--- config.mk ---
export PLATFORM = sky130hd
export DESIGN_NAME = ifu_fetch_flat
export DESIGN_NICKNAME = d
export VERILOG_FILES = /design/src/rtl/ifu_fetch_if.sv /design/src/rtl/ifu_fetch.sv /design/src/flat_wrapper.sv
export SDC_FILE = /design/constraint.sdc
export NUM_CORES = 1
export LEC_CHECK = 0
export ABC_AREA = 1
export CAP_MARGIN = 30
export CORE_ASPECT_RATIO = 1.1
export CORE_MARGIN = 8
export CORE_UTILIZATION = 47
export DETAILED_ROUTE_END_ITERATION = 16
export GPL_TIMING_DRIVEN = 0
export PLACE_DENSITY = 0.85
export SYNTH_ARGS = -nofsm -noshare
export SYNTH_HDL_FRONTEND = slang
export SYNTH_SLANG_ARGS = --single-unit
--- constraint.sdc ---
create_clock -name clk -period 2.98 [get_ports clk]
set_input_delay 0.447 -clock clk [delete_from_list [all_inputs] [get_ports clk]]
set_output_delay 0.447 -clock clk [all_outputs]
set_load 0.005 [all_outputs]
--- src/rtl/ifu_fetch_if.sv ---
// Fetch-unit bus bundle: instruction-memory request/response, the decode
// handshake, the writeback next-PC commit and the fetch counter.
interface ifu_fetch_if;
  logic        ifu_mem_req_valid;
  logic        ifu_mem_req_ready;
  logic [31:0] ifu_mem_addr;
  logic        ifu_mem_resp_valid;
  logic [31:0] ifu_mem_resp_data;
  logic        ifu_mem_resp_err;
  logic        ins_valid;
  logic        ins_ready;
  logic [31:0] ins;
  logic [31:0] ins_pc;
  logic        ins_fault;
  logic        next_pc_valid;
  logic [31:0] next_pc;
  logic [31:0] fetch_cnt;

  modport master (
    output ifu_mem_req_valid, ifu_mem_addr,
    input  ifu_mem_req_ready, ifu_mem_resp_valid, ifu_mem_resp_data, ifu_mem_resp_err,
    output ins_valid, ins, ins_pc, ins_fault,
    input  ins_ready,
    input  next_pc_valid, next_pc,
    output fetch_cnt
  );

  modport slave (
    input  ifu_mem_req_valid, ifu_mem_addr,
    output ifu_mem_req_ready, ifu_mem_resp_valid, ifu_mem_resp_data, ifu_mem_resp_err,
    input  ins_valid, ins, ins_pc, ins_fault,
    output ins_ready,
    output next_pc_valid, next_pc,
    input  fetch_cnt
  );
endinterface

--- src/rtl/ifu_fetch.sv ---
// Instruction fetch unit for the multicycle RV32 core: one instruction in
// flight, fetched over a valid/ready memory bus and handed to decode.
module ifu_fetch #(
  parameter logic [31:0] RESET_PC = 32'h8000_0000
) (
  input  logic          clk,
  input  logic          rst,
  ifu_fetch_if.master   bus
);

  typedef enum logic [1:0] {
    FETCH  = 2'd0,
    WAIT   = 2'd1,
    DECODE = 2'd2,
    EXEC   = 2'd3
  } state_e;

  state_e      state_q, state_d;
  logic [31:0] pc_q, pc_d;
  logic [31:0] ins_q, ins_d;
  logic [31:0] ins_pc_q, ins_pc_d;
  logic        ins_fault_q, ins_fault_d;
  logic [31:0] fetch_cnt_q, fetch_cnt_d;
  logic        pc_aligned;

  assign pc_aligned = (pc_q[1:0] == 2'b00);

  always_ff @(posedge clk) begin
    if (rst) begin
      state_q     <= FETCH;
      pc_q        <= RESET_PC;
      ins_q       <= '0;
      ins_pc_q    <= '0;
      ins_fault_q <= 1'b0;
      fetch_cnt_q <= '0;
    end else begin
      state_q     <= state_d;
      pc_q        <= pc_d;
      ins_q       <= ins_d;
      ins_pc_q    <= ins_pc_d;
      ins_fault_q <= ins_fault_d;
      fetch_cnt_q <= fetch_cnt_d;
    end
  end

  always_comb begin
    state_d     = state_q;
    pc_d        = pc_q;
    ins_d       = ins_q;
    ins_pc_d    = ins_pc_q;
    ins_fault_d = ins_fault_q;
    fetch_cnt_d = fetch_cnt_q;

    unique case (state_q)
      FETCH: begin
        if (pc_aligned) begin
          if (bus.ifu_mem_req_ready) state_d = WAIT;
        end else begin
          // Misaligned PC never reaches the bus; report it as a faulting fetch.
          ins_d       = '0;
          ins_fault_d = 1'b1;
          ins_pc_d    = pc_q;
          state_d     = DECODE;
        end
      end
      WAIT: begin
        if (bus.ifu_mem_resp_valid) begin
          ins_d       = bus.ifu_mem_resp_err ? '0 : bus.ifu_mem_resp_data;
          ins_fault_d = bus.ifu_mem_resp_err;
          ins_pc_d    = pc_q;
          state_d     = DECODE;
        end
      end
      DECODE: begin
        if (bus.ins_ready) begin
          fetch_cnt_d = fetch_cnt_q + 32'd1;
          state_d     = EXEC;
        end
      end
      EXEC: begin
        if (bus.next_pc_valid) begin
          pc_d    = bus.next_pc;
          state_d = FETCH;
        end
      end
      default: state_d = FETCH;
    endcase
  end

  // Handshake outputs depend on registered state only.
  assign bus.ifu_mem_req_valid = (state_q == FETCH) && pc_aligned;
  assign bus.ifu_mem_addr      = pc_q;
  assign bus.ins_valid         = (state_q == DECODE);
  assign bus.ins               = ins_q;
  assign bus.ins_pc            = ins_pc_q;
  assign bus.ins_fault         = ins_fault_q;
  assign bus.fetch_cnt         = fetch_cnt_q;

endmodule

--- src/flat_wrapper.sv ---
// flat-port wrapper written by rule: the top's interface ports become plain ports
module ifu_fetch_flat 
#(
  parameter logic [31:0] RESET_PC = 32'h8000_0000
)
  (clk, rst, bus_ifu_mem_req_valid, bus_ifu_mem_addr, bus_ifu_mem_req_ready, bus_ifu_mem_resp_valid, bus_ifu_mem_resp_data, bus_ifu_mem_resp_err, bus_ins_valid, bus_ins, bus_ins_pc, bus_ins_fault, bus_ins_ready, bus_next_pc_valid, bus_next_pc, bus_fetch_cnt);
  ifu_fetch_if bus_i ();
  input  logic clk;
  input  logic rst;
  output wire logic [$bits(bus_i.ifu_mem_req_valid)-1:0] bus_ifu_mem_req_valid;
  output wire logic [$bits(bus_i.ifu_mem_addr)-1:0] bus_ifu_mem_addr;
  input wire logic [$bits(bus_i.ifu_mem_req_ready)-1:0] bus_ifu_mem_req_ready;
  input wire logic [$bits(bus_i.ifu_mem_resp_valid)-1:0] bus_ifu_mem_resp_valid;
  input wire logic [$bits(bus_i.ifu_mem_resp_data)-1:0] bus_ifu_mem_resp_data;
  input wire logic [$bits(bus_i.ifu_mem_resp_err)-1:0] bus_ifu_mem_resp_err;
  output wire logic [$bits(bus_i.ins_valid)-1:0] bus_ins_valid;
  output wire logic [$bits(bus_i.ins)-1:0] bus_ins;
  output wire logic [$bits(bus_i.ins_pc)-1:0] bus_ins_pc;
  output wire logic [$bits(bus_i.ins_fault)-1:0] bus_ins_fault;
  input wire logic [$bits(bus_i.ins_ready)-1:0] bus_ins_ready;
  input wire logic [$bits(bus_i.next_pc_valid)-1:0] bus_next_pc_valid;
  input wire logic [$bits(bus_i.next_pc)-1:0] bus_next_pc;
  output wire logic [$bits(bus_i.fetch_cnt)-1:0] bus_fetch_cnt;
  assign bus_ifu_mem_req_valid = bus_i.ifu_mem_req_valid;
  assign bus_ifu_mem_addr = bus_i.ifu_mem_addr;
  assign bus_i.ifu_mem_req_ready = bus_ifu_mem_req_ready;
  assign bus_i.ifu_mem_resp_valid = bus_ifu_mem_resp_valid;
  assign bus_i.ifu_mem_resp_data = bus_ifu_mem_resp_data;
  assign bus_i.ifu_mem_resp_err = bus_ifu_mem_resp_err;
  assign bus_ins_valid = bus_i.ins_valid;
  assign bus_ins = bus_i.ins;
  assign bus_ins_pc = bus_i.ins_pc;
  assign bus_ins_fault = bus_i.ins_fault;
  assign bus_i.ins_ready = bus_ins_ready;
  assign bus_i.next_pc_valid = bus_next_pc_valid;
  assign bus_i.next_pc = bus_next_pc;
  assign bus_fetch_cnt = bus_i.fetch_cnt;
  ifu_fetch #(.RESET_PC(RESET_PC)) u_core (.clk(clk), .rst(rst), .bus(bus_i));
endmodule
# Word level (Yosys, flattened, before mapping)
# Cells that the tools add are included.
[totals] word_cells=39 ff_bits=131 output_inout_bits=131
[classes] eq_ne=8 n_reduce_logical=8 muxes=16 n_addsub=1
[op_table] cell="32-bit 2-to-1 mux" count=5
[op_table] cell="32-bit one-hot mux with 2 select lines" count=2
[op_table] cell="32-bit by 1-bit adder with 32-bit output, second input constant" count=1
[op_table] cell="2-bit 2-to-1 mux" count=5
[op_table] cell="2-bit one-hot mux with 4 select lines" count=1
[op_table] cell="2-bit != test, second input constant" count=3
[op_table] cell="2-bit equality test, second input constant" count=2
[op_table] cell="2-bit logical NOT" count=2
[op_table] cell="2-bit AND reduction" count=2
[op_table] cell="4-bit AND reduction" count=1
[op_table] cell="3-bit != test, second input constant" count=1
[op_table] cell="3-bit AND reduction" count=1
[op_table] cell="2-bit by 1-bit equality test with 1-bit output, second input constant" count=1
[op_table] cell="1-bit 2-to-1 mux" count=2
[op_table] cell="2-bit by 1-bit != test with 1-bit output, second input constant" count=1
[op_table] cell="1-bit one-hot mux with 2 select lines" count=1
[op_table] cell="2-bit nonzero test" count=1
[op_table] cell="1-bit logical AND" count=1

# Logic depth before layout (Yosys ltp)
[logic_depth] depth_word=3 depth_mapped=10

# Worst setup path after synthesis
# No wires, ideal clock.
[synth_timing] path_kind="register to register" from="register u_core.state_q[1]" to="register u_core.ins_pc_q[10], in the netlist u_core.bus.ins_pc[10]" slack_ps=1472 arrival_ps=1389 n_path_buf=2 path_stages_with_launch=8 period_less_slack_ps=1508 cell_sequence="dfxtp_1 inv_1 ha_1 or2_1 nand3_4 buf_4 buf_2 a21oi_1"
[synth_via] elab_chain_len=3 word_cells_on_any_way=7
[synth_lines] item="start, declared" line_no="ifu_fetch.sv:18" source="state_e state_q, state_d;"
[synth_lines] item="start signal, assigned" line_no="ifu_fetch.sv:37" source="state_q <= state_d;"
[synth_lines] item="2-bit by 1-bit equality test with 1-bit output or 2-bit logical NOT (tied branches)" line_no="ifu_fetch.sv:54" source="unique case (state_q)"
[synth_lines] item="2-bit != test (no source line) or 2-bit nonzero test (tied branches)"
[synth_lines] item="3-bit AND reduction (no source line)"
[synth_lines] item="end signal, assigned" line_no="ifu_fetch.sv:40" source="ins_pc_q <= ins_pc_d;"
[synth_lines] item="end, declared" line_no="ifu_fetch.sv:21" source="logic [31:0] ins_pc_q, ins_pc_d;"
# Parallel ways exist; a longest one is shown, timed or not.
# A chain may end at the register's enable or synchronous reset.

# Final worst setup path
[layout_timing] from="register u_core.state_q[0]" to="output bus_ifu_mem_req_valid"
[layout_via] elab_chain_len=2
[layout_lines] item="2-bit logical NOT" line_no="ifu_fetch.sv:91" source="assign bus.ifu_mem_req_valid = (state_q == FETCH) && pc_aligned;"
[layout_lines] item="1-bit logical AND" line_no="ifu_fetch.sv:91"
[layout_lines] item="end, declared" line_no="flat_wrapper.sv:10" source="output wire logic [$bits(bus_i.ifu_mem_req_valid)-1:0] bus_ifu_mem_req_valid;"
# Every way passes these cells.

==> impl_metrics.ini <==
[routing]
routed_wl_mm = 16.8
vias = 5304
vias_per_cell = 4.96
drc = 0
firstDrtPassIters = 5
drt-initial-drc-count = 417
wl_per_cell_um = 15.7
ant_nets = 0

[final_layout]
post-route-util = 0.742
multi_input_area_mm2 = 0.00226
drive_gt1_frac = 0.0726
antenna_cells = 0
fin_area_mm2 = 0.00814
fin_cells = 1070
syn_to_final_growth_pct = 53.9
fillCellCount = 832
finalNetCount = 988
final_cell_mix = clkdlybuf4s50_1 (200), nor2_1 (165), dfxtp_1 (131), nand2_1 (79), o21ai_0 (72)
register_area_mm2 = 0.00262
final_common_cell = clkdlybuf4s50_1

[place]
dp_slack_ns = 0.984
gp_congestion = 0.924
dpl.cell_count = 1039
dpl-instance-area_mm2 = 0.00747
dp_hpwl_mm = 12.5
numPortBuffers = 200

[sta]
finalSetupTns_ns = 0
relSlewSlack = 0.634
tightestPinTransition_ns = 0.549
max_freq_ghz = 0.447
finalSetupViolCount = 0
post-route-min-period_ns = 2.24
fin_worst_skew_ns = 0.00715
min_period_over_period = 0.751
final_hold_viol_count = 0
slew_viol_final = 0
rsz0062_at_grt = false
hold_slack_ns = 0.362
setup_ws_ns = 0.742

[global_routing]
grt_max_degree = 17
grt_use_total = 0.225
grt_pass1_vias = 5045
grt-ovfl-total = 0
antenna_found_initial = 0
grt_pass1_wl_mm = 26.1

[synth]
synth_area_per_cell_um2 = 7.64
synth_fp_nets = 769
yosys_warnings = 0
synthDistinctLibCells = 32
ys_seq_elements = 131
ys_seq_area_frac = 0.496
postSynthCellCount = 692
synthesis.area_mm2 = 0.00529

[setup_path]
critPathArrivalTime_ns = 1.79
crit_required_ns = 2.53
cp-end-kind = output pin
cp-start-kind = flop
cp_max_fo = 4
critical_path_class = reg2out

[die]
initial_core_util = 0.482
die_w_um = 117
die_h_um = 127
dieArea_mm2 = 0.0149
coreArea_mm2 = 0.0110
rows = 40
io-pin-count = 202

[pwr]
powerDensity_mw_per_mm2 = 789
p_leak_nw = 3.07
p_total_mw = 6.42
ir_worst_vdd_mv = 0.410

[worst_hold_path]
hp-class = in2reg

[run]
cap_violations = 0

[clocking]
cts_max_level = 4
clk_latency_ns = 0.41
postCtsSetupBuffers = 0
clkSlewWorstSetupHoldPaths_ns = 0.06
clock-sinks = 131
cts_resized = 0
cts_tree = done
cts-root-buf = clkbuf_16
cts_buffers = 17
cts.hold.buffers_added = 0
cts.path.max_buffers = 2

[status]
status = finished, final reports clean
==> state kept, by name, indices dropped and copies added, names as in the netlist <==
| signal | cells |
|---|---|
| u_core.bus.ifu_mem_addr | 32 |
| u_core.bus.ins_pc | 32 |
| u_core.bus.fetch_cnt | 32 |
| u_core.bus.ins | 32 |
| u_core.state_q | 2 |
| u_core.bus.ins_fault | 1 |
==> cells in the mapped netlist <==
| library cell | count | area share |
|---|---|---|
| xnor2_1 | 1 | 0.0017 |
| xor2_1 | 4 | 0.0066 |
| nand2_2 | 4 | 0.0047 |
| nor2_2 | 5 | 0.0059 |
| nand2_1 | 79 | 0.056 |
| a31oi_1 | 1 | 0.0012 |
| nor2_1 | 165 | 0.12 |
| ha_1 | 6 | 0.014 |
| a211oi_1 | 1 | 0.0014 |
| a21oi_1 | 47 | 0.044 |
| nor3_1 | 4 | 0.0038 |
| buf_4 | 1 | 0.0014 |
| inv_1 | 69 | 0.049 |
| nor2_4 | 4 | 0.0085 |
| o21ai_1 | 1 | 0.00095 |
| nor2_8 | 2 | 0.0076 |
| o21ai_0 | 72 | 0.068 |
| nand4_1 | 3 | 0.0035 |
| o21a_1 | 1 | 0.0014 |
| buf_2 | 16 | 0.015 |
| nand3_2 | 1 | 0.0019 |
| a22oi_1 | 32 | 0.045 |
| nand2_4 | 2 | 0.0043 |
| nand3_1 | 15 | 0.014 |
| nor3b_1 | 3 | 0.0043 |
| dfxtp_1 | 131 | 0.50 |
| nand3b_1 | 2 | 0.0028 |
| o22ai_1 | 1 | 0.0012 |
| or2_1 | 1 | 0.0012 |
| clkbuf_1 | 16 | 0.011 |
| nand3_4 | 1 | 0.0033 |
| and2_1 | 1 | 0.0012 |
==> metal layers <==
metal | vias up | global-route usage | part of all wire
li1 | 2668 | - | -
met1 | 2396 | 0.249 | 0.40
met2 | 197 | 0.381 | 0.49
met3 | 43 | 0.0627 | 0.077
met4 | 0 | 0.119 | 0.041
met5 | - | 0 | 0
==> kinds of logic after synthesis <==
kind of cell,synth area share
AND/OR/NAND/NOR,0.240
flip-flops,0.496
adder cells (fa/ha/maj),0.0142
AO/OA/AOI/OAI,0.164
XOR/XNOR,0.00828
buffers and inverters,0.0769
==> layout make-up <==
type                       instances  area share
sequential                       131       0.322
multi-input combinational        459       0.278
timing repair buffer             200       0.246
clock buffer                      17      0.0523
inverter                          69      0.0318
clock inverter                    14      0.0291
tap                              147      0.0226
buffer                            33      0.0181
==> power by group <==
part	switching [mW]	internal [mW]	total, mW	leakage, nW
sequential	0.151	2.04	2.19	1.06
combinational	0.992	0.900	1.89	1.69
clock	0.769	1.56	2.33	0.319
total	1.91	4.51	6.42	3.07
==> path summary, 6_finish.rpt <==
kind         cells past startpoint  slack (ns)                                  to                               start
min reg2reg                      2        0.44  u_core.bus.ins_pc[26]$_SDFFE_PP0P_  u_core.bus.ins_pc[26]$_SDFFE_PP0P_
max reg2reg                      7        1.20  u_core.bus.ins_pc[16]$_SDFFE_PP0P_      u_core.state_q[0]$_SDFFE_PP0P_
max                              5        0.74               bus_ifu_mem_req_valid      u_core.state_q[0]$_SDFFE_PP0P_
min                              2        0.36   u_core.bus.ins_fault$_SDFFE_PP0P_                                 rst
==> worst max-delay path: stages (launching register included) <==
cell	delay [ns]
dfxtp_1	0.34
inv_1	0.13
ha_1	0.19
nand2_2	0.09
inv_1	0.08
clkdlybuf4s50_1	0.56
Power figures use the tool's default switching activity.
